`config.mk`:
```
export PLATFORM = sky130hd
export DESIGN_NAME = axi_rd_arbiter_flat
export DESIGN_NICKNAME = d
export VERILOG_FILES = /design/src/rtl/axi_rd_arbiter_if.sv /design/src/rtl/axi_rd_arbiter.sv /design/src/flat_wrapper.sv
export SDC_FILE = /design/constraint.sdc
export NUM_CORES = 1
export LEC_CHECK = 0
export ABC_AREA = 1
export BUFFER_PORTS_ARGS = -buffer_cell sky130_fd_sc_hd__buf_4
export CAP_MARGIN = 10
export CORE_AREA = 2 2 149 151
export CTS_CLUSTER_DIAMETER = 40
export DETAILED_ROUTE_END_ITERATION = 10
export DIE_AREA = 0 0 151 153
export GPL_TIMING_DRIVEN = 0
export PLACE_DENSITY = 0.71
export SETUP_SLACK_MARGIN = 0.2
export SKIP_LAST_GASP = 1
export SLEW_MARGIN = 20
export SYNTH_ARGS = -nofsm -noshare
export SYNTH_HDL_FRONTEND = slang
export SYNTH_SLANG_ARGS = --single-unit
```
`constraint.sdc`:
```
create_clock -name clk -period 1.78 [get_ports clk]
set_clock_uncertainty 0.05 [all_clocks]
set_input_delay 0.178 -clock clk [delete_from_list [all_inputs] [get_ports clk]]
set_output_delay 0.178 -clock clk [all_outputs]
set_load 0.1 [all_outputs]
```
`src/rtl/axi_rd_arbiter_if.sv`:
```
// rtl/axi_rd_arbiter_if.sv - AXI4 read address and read data channels for axi_rd_arbiter
// master: arbiter side driving AR and RREADY; slave: memory/bus side.
interface axi_rd_arbiter_if #(
  parameter int ADDR_W = 64,
  parameter int DATA_W = 64,
  parameter int ID_W   = 4
);
  logic [ID_W-1:0]   arid;
  logic [ADDR_W-1:0] araddr;
  logic [7:0]        arlen;
  logic [2:0]        arsize;
  logic [1:0]        arburst;
  logic              arlock;
  logic [3:0]        arcache;
  logic [2:0]        arprot;
  logic [3:0]        arqos;
  logic [3:0]        arregion;
  logic              arvalid;
  logic              arready;

  logic [ID_W-1:0]   rid;
  logic [DATA_W-1:0] rdata;
  logic [1:0]        rresp;
  logic              rlast;
  logic              rvalid;
  logic              rready;

  modport master (
    output arid, araddr, arlen, arsize, arburst, arlock, arcache, arprot,
           arqos, arregion, arvalid, rready,
    input  arready, rid, rdata, rresp, rlast, rvalid
  );

  modport slave (
    input  arid, araddr, arlen, arsize, arburst, arlock, arcache, arprot,
           arqos, arregion, arvalid, rready,
    output arready, rid, rdata, rresp, rlast, rvalid
  );
endinterface

```
`src/rtl/axi_rd_arbiter.sv`:
```
// rtl/axi_rd_arbiter.sv - N-port single-beat AXI4 read arbiter, responses routed back by RID
// Define AXI_RD_ARB_RR_EN for round-robin arbitration; fixed lowest-index priority otherwise.
module axi_rd_arbiter #(
  parameter int N_PORTS = 2,
  parameter int ADDR_W  = 64,
  parameter int DATA_W  = 64,
  parameter int ID_W    = 4
) (
  input  logic                      clk,
  input  logic                      rst,
  input  logic [N_PORTS-1:0]        req_valid_i,
  output logic [N_PORTS-1:0]        req_ready_o,
  input  logic [N_PORTS*ADDR_W-1:0] req_addr_i,
  input  logic [N_PORTS*3-1:0]      req_size_i,
  output logic [N_PORTS-1:0]        rsp_valid_o,
  output logic [DATA_W-1:0]         rsp_data_o,
  output logic                      rsp_err_o,
  output logic [N_PORTS-1:0]        busy_o,
  output logic                      stray_err_o,
  axi_rd_arbiter_if.master          axi
);
  localparam int IDX_W = (N_PORTS > 1) ? $clog2(N_PORTS) : 1;

  logic                 arvalid_q, arvalid_d;
  logic [ID_W-1:0]      arid_q, arid_d;
  logic [ADDR_W-1:0]    araddr_q, araddr_d;
  logic [2:0]           arsize_q, arsize_d;
  logic [N_PORTS-1:0]   busy_q, busy_d;
  logic [N_PORTS-1:0]   rsp_valid_q, rsp_valid_d;
  logic [DATA_W-1:0]    rsp_data_q, rsp_data_d;
  logic                 rsp_err_q, rsp_err_d;
  logic                 stray_q, stray_d;

  logic                 slot_free;
  logic [N_PORTS-1:0]   eligible;
  logic                 grant_any;
  logic [IDX_W-1:0]     win_idx;
  logic                 do_grant;
  logic [N_PORTS-1:0]   grant;
  logic [N_PORTS-1:0]   rid_hit;
  logic [N_PORTS-1:0]   done;
  logic                 r_ok;
  logic                 unused_rresp0;

  assign slot_free = ~arvalid_q | axi.arready;
  assign eligible  = req_valid_i & ~busy_q;

`ifdef AXI_RD_ARB_RR_EN
  logic [IDX_W-1:0] ptr_q;
  logic             any_hi;
  logic [IDX_W-1:0] hi_idx;

  // Prefer the lowest eligible index above the last winner, else wrap to the lowest overall.
  always_comb begin
    grant_any = 1'b0;
    win_idx   = '0;
    any_hi    = 1'b0;
    hi_idx    = '0;
    for (int i = N_PORTS - 1; i >= 0; i--) begin
      if (eligible[i]) begin
        grant_any = 1'b1;
        win_idx   = IDX_W'(i);
        if (IDX_W'(i) > ptr_q) begin
          any_hi = 1'b1;
          hi_idx = IDX_W'(i);
        end
      end
    end
    if (any_hi) begin
      win_idx = hi_idx;
    end
  end

  always_ff @(posedge clk) begin
    if (rst) begin
      ptr_q <= IDX_W'(N_PORTS - 1);
    end else if (do_grant) begin
      ptr_q <= win_idx;
    end
  end
`else
  always_comb begin
    grant_any = 1'b0;
    win_idx   = '0;
    for (int i = N_PORTS - 1; i >= 0; i--) begin
      if (eligible[i]) begin
        grant_any = 1'b1;
        win_idx   = IDX_W'(i);
      end
    end
  end
`endif

  assign do_grant = ~rst & slot_free & grant_any;

  always_comb begin
    grant = '0;
    for (int i = 0; i < N_PORTS; i++) begin
      grant[i] = do_grant && (win_idx == IDX_W'(i));
    end
  end

  assign req_ready_o = grant;

  always_comb begin
    arvalid_d = arvalid_q;
    arid_d    = arid_q;
    araddr_d  = araddr_q;
    arsize_d  = arsize_q;
    if (do_grant) begin
      arvalid_d = 1'b1;
      arid_d    = ID_W'(win_idx);
    end else if (axi.arready) begin
      arvalid_d = 1'b0;
    end
    for (int i = 0; i < N_PORTS; i++) begin
      if (grant[i]) begin
        araddr_d = req_addr_i[i*ADDR_W +: ADDR_W];
        arsize_d = req_size_i[i*3 +: 3];
      end
    end
  end

  // RIDs outside the port range match nothing, so they fall through to the stray flag.
  always_comb begin
    rid_hit = '0;
    for (int i = 0; i < N_PORTS; i++) begin
      rid_hit[i] = (axi.rid == ID_W'(i));
    end
  end

  assign r_ok = axi.rvalid & (|(rid_hit & busy_q));
  assign done = (axi.rvalid & axi.rlast) ? (rid_hit & busy_q) : '0;

  always_comb begin
    busy_d      = (busy_q & ~done) | grant;
    rsp_valid_d = done;
    rsp_data_d  = rsp_data_q;
    rsp_err_d   = rsp_err_q;
    if (|done) begin
      rsp_data_d = axi.rdata;
      rsp_err_d  = axi.rresp[1];
    end
    stray_d = stray_q | (axi.rvalid & ~r_ok);
  end

  always_ff @(posedge clk) begin
    if (rst) begin
      arvalid_q   <= 1'b0;
      arid_q      <= '0;
      araddr_q    <= '0;
      arsize_q    <= '0;
      busy_q      <= '0;
      rsp_valid_q <= '0;
      rsp_data_q  <= '0;
      rsp_err_q   <= 1'b0;
      stray_q     <= 1'b0;
    end else begin
      arvalid_q   <= arvalid_d;
      arid_q      <= arid_d;
      araddr_q    <= araddr_d;
      arsize_q    <= arsize_d;
      busy_q      <= busy_d;
      rsp_valid_q <= rsp_valid_d;
      rsp_data_q  <= rsp_data_d;
      rsp_err_q   <= rsp_err_d;
      stray_q     <= stray_d;
    end
  end

  assign axi.arvalid  = arvalid_q;
  assign axi.arid     = arid_q;
  assign axi.araddr   = araddr_q;
  assign axi.arsize   = arsize_q;
  assign axi.arlen    = 8'd0;
  assign axi.arburst  = 2'b01;
  assign axi.arlock   = 1'b0;
  assign axi.arcache  = 4'd0;
  assign axi.arprot   = 3'd0;
  assign axi.arqos    = 4'd0;
  assign axi.arregion = 4'd0;
  assign axi.rready   = ~rst;

  assign rsp_valid_o  = rsp_valid_q;
  assign rsp_data_o   = rsp_data_q;
  assign rsp_err_o    = rsp_err_q;
  assign busy_o       = busy_q;
  assign stray_err_o  = stray_q;

  assign unused_rresp0 = axi.rresp[0];
endmodule

```
`src/flat_wrapper.sv`:
```
// flat-port wrapper written by rule: the top's interface ports become plain ports
module axi_rd_arbiter_flat 
#(
  parameter int N_PORTS = 2,
  parameter int ADDR_W  = 64,
  parameter int DATA_W  = 64,
  parameter int ID_W    = 4
)
  (clk, rst, req_valid_i, req_ready_o, req_addr_i, req_size_i, rsp_valid_o, rsp_data_o, rsp_err_o, busy_o, stray_err_o, axi_arid, axi_araddr, axi_arlen, axi_arsize, axi_arburst, axi_arlock, axi_arcache, axi_arprot, axi_arqos, axi_arregion, axi_arvalid, axi_rready, axi_arready, axi_rid, axi_rdata, axi_rresp, axi_rlast, axi_rvalid);
  axi_rd_arbiter_if #(.ADDR_W(ADDR_W), .DATA_W(DATA_W), .ID_W(ID_W)) axi_i ();
  input  logic clk;
  input  logic rst;
  input  logic [N_PORTS-1:0] req_valid_i;
  output logic [N_PORTS-1:0] req_ready_o;
  input  logic [N_PORTS*ADDR_W-1:0] req_addr_i;
  input  logic [N_PORTS*3-1:0] req_size_i;
  output logic [N_PORTS-1:0] rsp_valid_o;
  output logic [DATA_W-1:0] rsp_data_o;
  output logic rsp_err_o;
  output logic [N_PORTS-1:0] busy_o;
  output logic stray_err_o;
  output wire logic [$bits(axi_i.arid)-1:0] axi_arid;
  output wire logic [$bits(axi_i.araddr)-1:0] axi_araddr;
  output wire logic [$bits(axi_i.arlen)-1:0] axi_arlen;
  output wire logic [$bits(axi_i.arsize)-1:0] axi_arsize;
  output wire logic [$bits(axi_i.arburst)-1:0] axi_arburst;
  output wire logic [$bits(axi_i.arlock)-1:0] axi_arlock;
  output wire logic [$bits(axi_i.arcache)-1:0] axi_arcache;
  output wire logic [$bits(axi_i.arprot)-1:0] axi_arprot;
  output wire logic [$bits(axi_i.arqos)-1:0] axi_arqos;
  output wire logic [$bits(axi_i.arregion)-1:0] axi_arregion;
  output wire logic [$bits(axi_i.arvalid)-1:0] axi_arvalid;
  output wire logic [$bits(axi_i.rready)-1:0] axi_rready;
  input wire logic [$bits(axi_i.arready)-1:0] axi_arready;
  input wire logic [$bits(axi_i.rid)-1:0] axi_rid;
  input wire logic [$bits(axi_i.rdata)-1:0] axi_rdata;
  input wire logic [$bits(axi_i.rresp)-1:0] axi_rresp;
  input wire logic [$bits(axi_i.rlast)-1:0] axi_rlast;
  input wire logic [$bits(axi_i.rvalid)-1:0] axi_rvalid;
  assign axi_arid = axi_i.arid;
  assign axi_araddr = axi_i.araddr;
  assign axi_arlen = axi_i.arlen;
  assign axi_arsize = axi_i.arsize;
  assign axi_arburst = axi_i.arburst;
  assign axi_arlock = axi_i.arlock;
  assign axi_arcache = axi_i.arcache;
  assign axi_arprot = axi_i.arprot;
  assign axi_arqos = axi_i.arqos;
  assign axi_arregion = axi_i.arregion;
  assign axi_arvalid = axi_i.arvalid;
  assign axi_rready = axi_i.rready;
  assign axi_i.arready = axi_arready;
  assign axi_i.rid = axi_rid;
  assign axi_i.rdata = axi_rdata;
  assign axi_i.rresp = axi_rresp;
  assign axi_i.rlast = axi_rlast;
  assign axi_i.rvalid = axi_rvalid;
  axi_rd_arbiter #(.N_PORTS(N_PORTS), .ADDR_W(ADDR_W), .DATA_W(DATA_W), .ID_W(ID_W)) u_core (.clk(clk), .rst(rst), .req_valid_i(req_valid_i), .req_ready_o(req_ready_o), .req_addr_i(req_addr_i), .req_size_i(req_size_i), .rsp_valid_o(rsp_valid_o), .rsp_data_o(rsp_data_o), .rsp_err_o(rsp_err_o), .busy_o(busy_o), .stray_err_o(stray_err_o), .axi(axi_i));
endmodule
```
==> impl_metrics.env <==
export IMPL_ys_seq_elements=139
export IMPL_slew_headroom_pct=49.3
export IMPL_worstPathMaxFanout=3
export IMPL_max_freq_mhz=574
export IMPL_status="finished, final reports clean"
export IMPL_wl_per_cell_um=14.8
export IMPL_critical_path_buf_inv_count=4
export IMPL_worst_slack_ns=0.0386
export IMPL_coreArea_um2=21500
export IMPL_dr_max_layer_used="met4"
export IMPL_die_h_um=153
export IMPL_grt_max_degree=17
export IMPL_drtAntennaViolNets=0
export IMPL_h_tree_depth=4
export IMPL_insertion_delay_ns=0.41
export IMPL_synthCells=1027
export IMPL_drv_cap=0
export IMPL_clk_pin_slew_ns=0.07
export IMPL_io_pins=382
export IMPL_startpoint_type="register"
export IMPL_drive_gt1_share_pct=33.0
export IMPL_rrSetupSlack_ns=0.14
export IMPL_reg2regPathDepth=9
export IMPL_mostFrequentLayoutCell="buf_4"
export IMPL_netlist_area_leader_share_pct=41.5
export IMPL_cts_root_buf="clkbuf_16"
export IMPL_p_per_area_nw_per_um2=929
export IMPL_worst_endpoint_required_ns=1.55
export IMPL_start_util_pct=31.2
export IMPL_reg2reg_from="u_core.axi.arvalid"
export IMPL_grt_use_total_pct=22.5
export IMPL_cp_slowest_cell="dfxtp_4"
export IMPL_multiInputGateArea_um2=2960
export IMPL_die_w_um=151
export IMPL_r2r_end="u_core.axi.araddr[63]"
export IMPL_syn_to_final_growth_pct=72.5
export IMPL_rows=54
export IMPL_p_leak_nw=6.43
export IMPL_place_congestion=0.836
export IMPL_end_kind="output port"
export IMPL_slowest_delay_ns=0.35
export IMPL_nets=1736
export IMPL_grt_ovfl_total=0
export IMPL_wl_met1_um=10500
export IMPL_yosysTopAreaCell="dfxtp_1"
export IMPL_pre_cts_slack_ns=-0.0781
export IMPL_die_area_um2=23100
export IMPL_critPathTopFamily="buffers and inverters"
export IMPL_clk_path_buf_depth=2
export IMPL_hp_class="in2reg"
export IMPL_dp_hpwl_um=19400
export IMPL_drt_iter0_drc=337
export IMPL_cts_tree="done"
export IMPL_placed_area_um2=9810
export IMPL_yosysWarnings=0
export IMPL_vias_per_cell=4.54
export IMPL_synth_cell_types=20
export IMPL_antenna_found_initial=1
export IMPL_hold_viol_final=0
export IMPL_syn_area_um2=6700
export IMPL_grt_pass1_wl_um=40900
export IMPL_timing_final_crit_period_ns=1.74
export IMPL_grt_pass1_vias=7944
export IMPL_fill_cells=2012
export IMPL_route_met2_wl_um=13100
export IMPL_cts_num_sinks=139
export IMPL_max_vdd_ir_drop_v=0.000565
export IMPL_crit_top_cell="buf_12"
export IMPL_met3_length_um=2370
export IMPL_layout_common_cells="buf_4, nand2_1, nand3_1"
export IMPL_yosysSeqAreaShare_pct=41.5
export IMPL_crit_start="u_core.axi.arvalid"
export IMPL_path_cells="a21oi_4 -> buf_12 -> nand2_4 -> clkbuf_16 -> clkinvlp_4 -> buf_12"
export IMPL_crit_end="req_ready_o[1]"
export IMPL_drt_total_wl_um=27000
export IMPL_design_area_um2=11600
export IMPL_finalCritPeriodShare_pct=97.8
export IMPL_final_cells=1818
export IMPL_place_inst=1685
export IMPL_worst_pin_slew_ns=0.761
export IMPL_postSynthAreaPerCell_um2=6.52
export IMPL_slew_viol_final=0
export IMPL_cp_depth=6
export IMPL_io_buffers=351
export IMPL_rsz0062_at_grt="yes"
export IMPL_dr_total_vias=8250
export IMPL_setup_viol=0
export IMPL_dr_pass1_iters=5
export IMPL_regArea_um2=2790
export IMPL_worstSetupPathType="reg2out"
export IMPL_cts_made_buffers=17
export IMPL_synthTopCellsByArea="dfxtp_1, nand2_1, nand3_1"
export IMPL_antenna_cells=0
export IMPL_drc=0
export IMPL_arrival_ns=1.51
cell type report:
type	instances	share of cell area, %
buffer	103	5.81
clock buffer	20	3.96
clock inverter	12	1.17
inverter	143	4.73
multi-input combinational	669	25.7
sequential	139	24.2
tap	280	3.03
timing repair buffer	452	31.5
registers in the layout, summed over array words and instances, names as in the netlist:
register            cells
u_core.axi.arvalid      1
u_core.stray_err_o      1
u_core.rsp_valid_o      2
u_core.rsp_err_o        1
u_core.rsp_data_o      64
u_core.axi.araddr      64
u_core.axi.arid         1
u_core.axi.arsize       3
u_core.busy_o           2
repair_timing:
item                                    CTS  global route
cloned                                    0             0
endpoints found under the hold margin    81             0
setup buffers                            16             4
resized for setup                        28            51
pin swaps                                 6             2
endpoints found under the setup margin  105           108
hold buffers                             81             0
worst min path at each step:
stage,endpoint,slack [ns],from,cells after the start
after floorplan,u_core.stray_err_o,0.20,rst,1
after global placement,u_core.rsp_data_o[16],0.35,axi_rdata[16],3
after detailed placement,u_core.rsp_data_o[24],0.35,axi_rdata[24],3
after CTS,u_core.axi.araddr[16],0.0004,req_addr_i[16],5
after global routing,u_core.axi.araddr[5],0.02,req_addr_i[5],5
final,u_core.axi.araddr[0],0.008,req_addr_i[0],5
report_power, final:
part / total, mW / internal (mW) / leakage (nW) / switching (mW)
Clock: 3.65 / 2.16 / 0.287 / 1.49
Sequential: 3.45 / 3.32 / 1.14 / 0.126
Combinational: 3.64 / 1.05 / 5.00 / 2.59
through the flow:
stage / utilization, % / TNS, ns / total power, mW / hold WS [ns]
floorplan: - / 0 / 5.92 / 0.197
global placement: 45.7 / -1.38 / 6.85 / 0.347
detailed placement: 45.7 / -0.924 / 6.87 / 0.354
CTS: 53.3 / 0 / 10.8 / 0.000423
global route: 53.8 / 0 / 11.1 / 0.0228
finish: 53.8 / 0 / 10.7 / 0.00753
worst reg2reg max path: stages (launching register included):
cell,delay [ns]
dfxtp_4,0.35
a21oi_4,0.18
buf_12,0.13
nand2_4,0.05
buf_4,0.16
buf_6,0.14
buf_6,0.15
o21ai_1,0.11
nand2_1,0.16
nand2_1,0.09
Yosys cell counts:
cell type / n
dfxtp_1: 139
nor2_2: 3
buf_2: 25
nand3_1: 196
nand2_2: 1
buf_4: 38
inv_1: 142
nor2_1: 69
inv_2: 1
nand4_2: 1
buf_6: 1
o21ai_1: 3
a21oi_1: 66
nand4_1: 1
clkbuf_1: 36
nand2_1: 271
o21ai_0: 28
buf_1: 3
a21oi_4: 1
conb_1: 2
routing by layer:
layer | global-route usage [%] | vias up
met5 | 0 | -
met4 | 9.92 | 0
met3 | 6.45 | 51
met2 | 39.3 | 346
met1 | 25.2 | 3711
li1 | - | 4142
cells by family after synthesis:
family	synth area share [%]
and+or+nand+nor	34.4
buffers and inverters	16.5
DFF	41.5
other	0.112
AOI/OAI and AO/OA	7.49
Power figures use the tool's default switching activity.
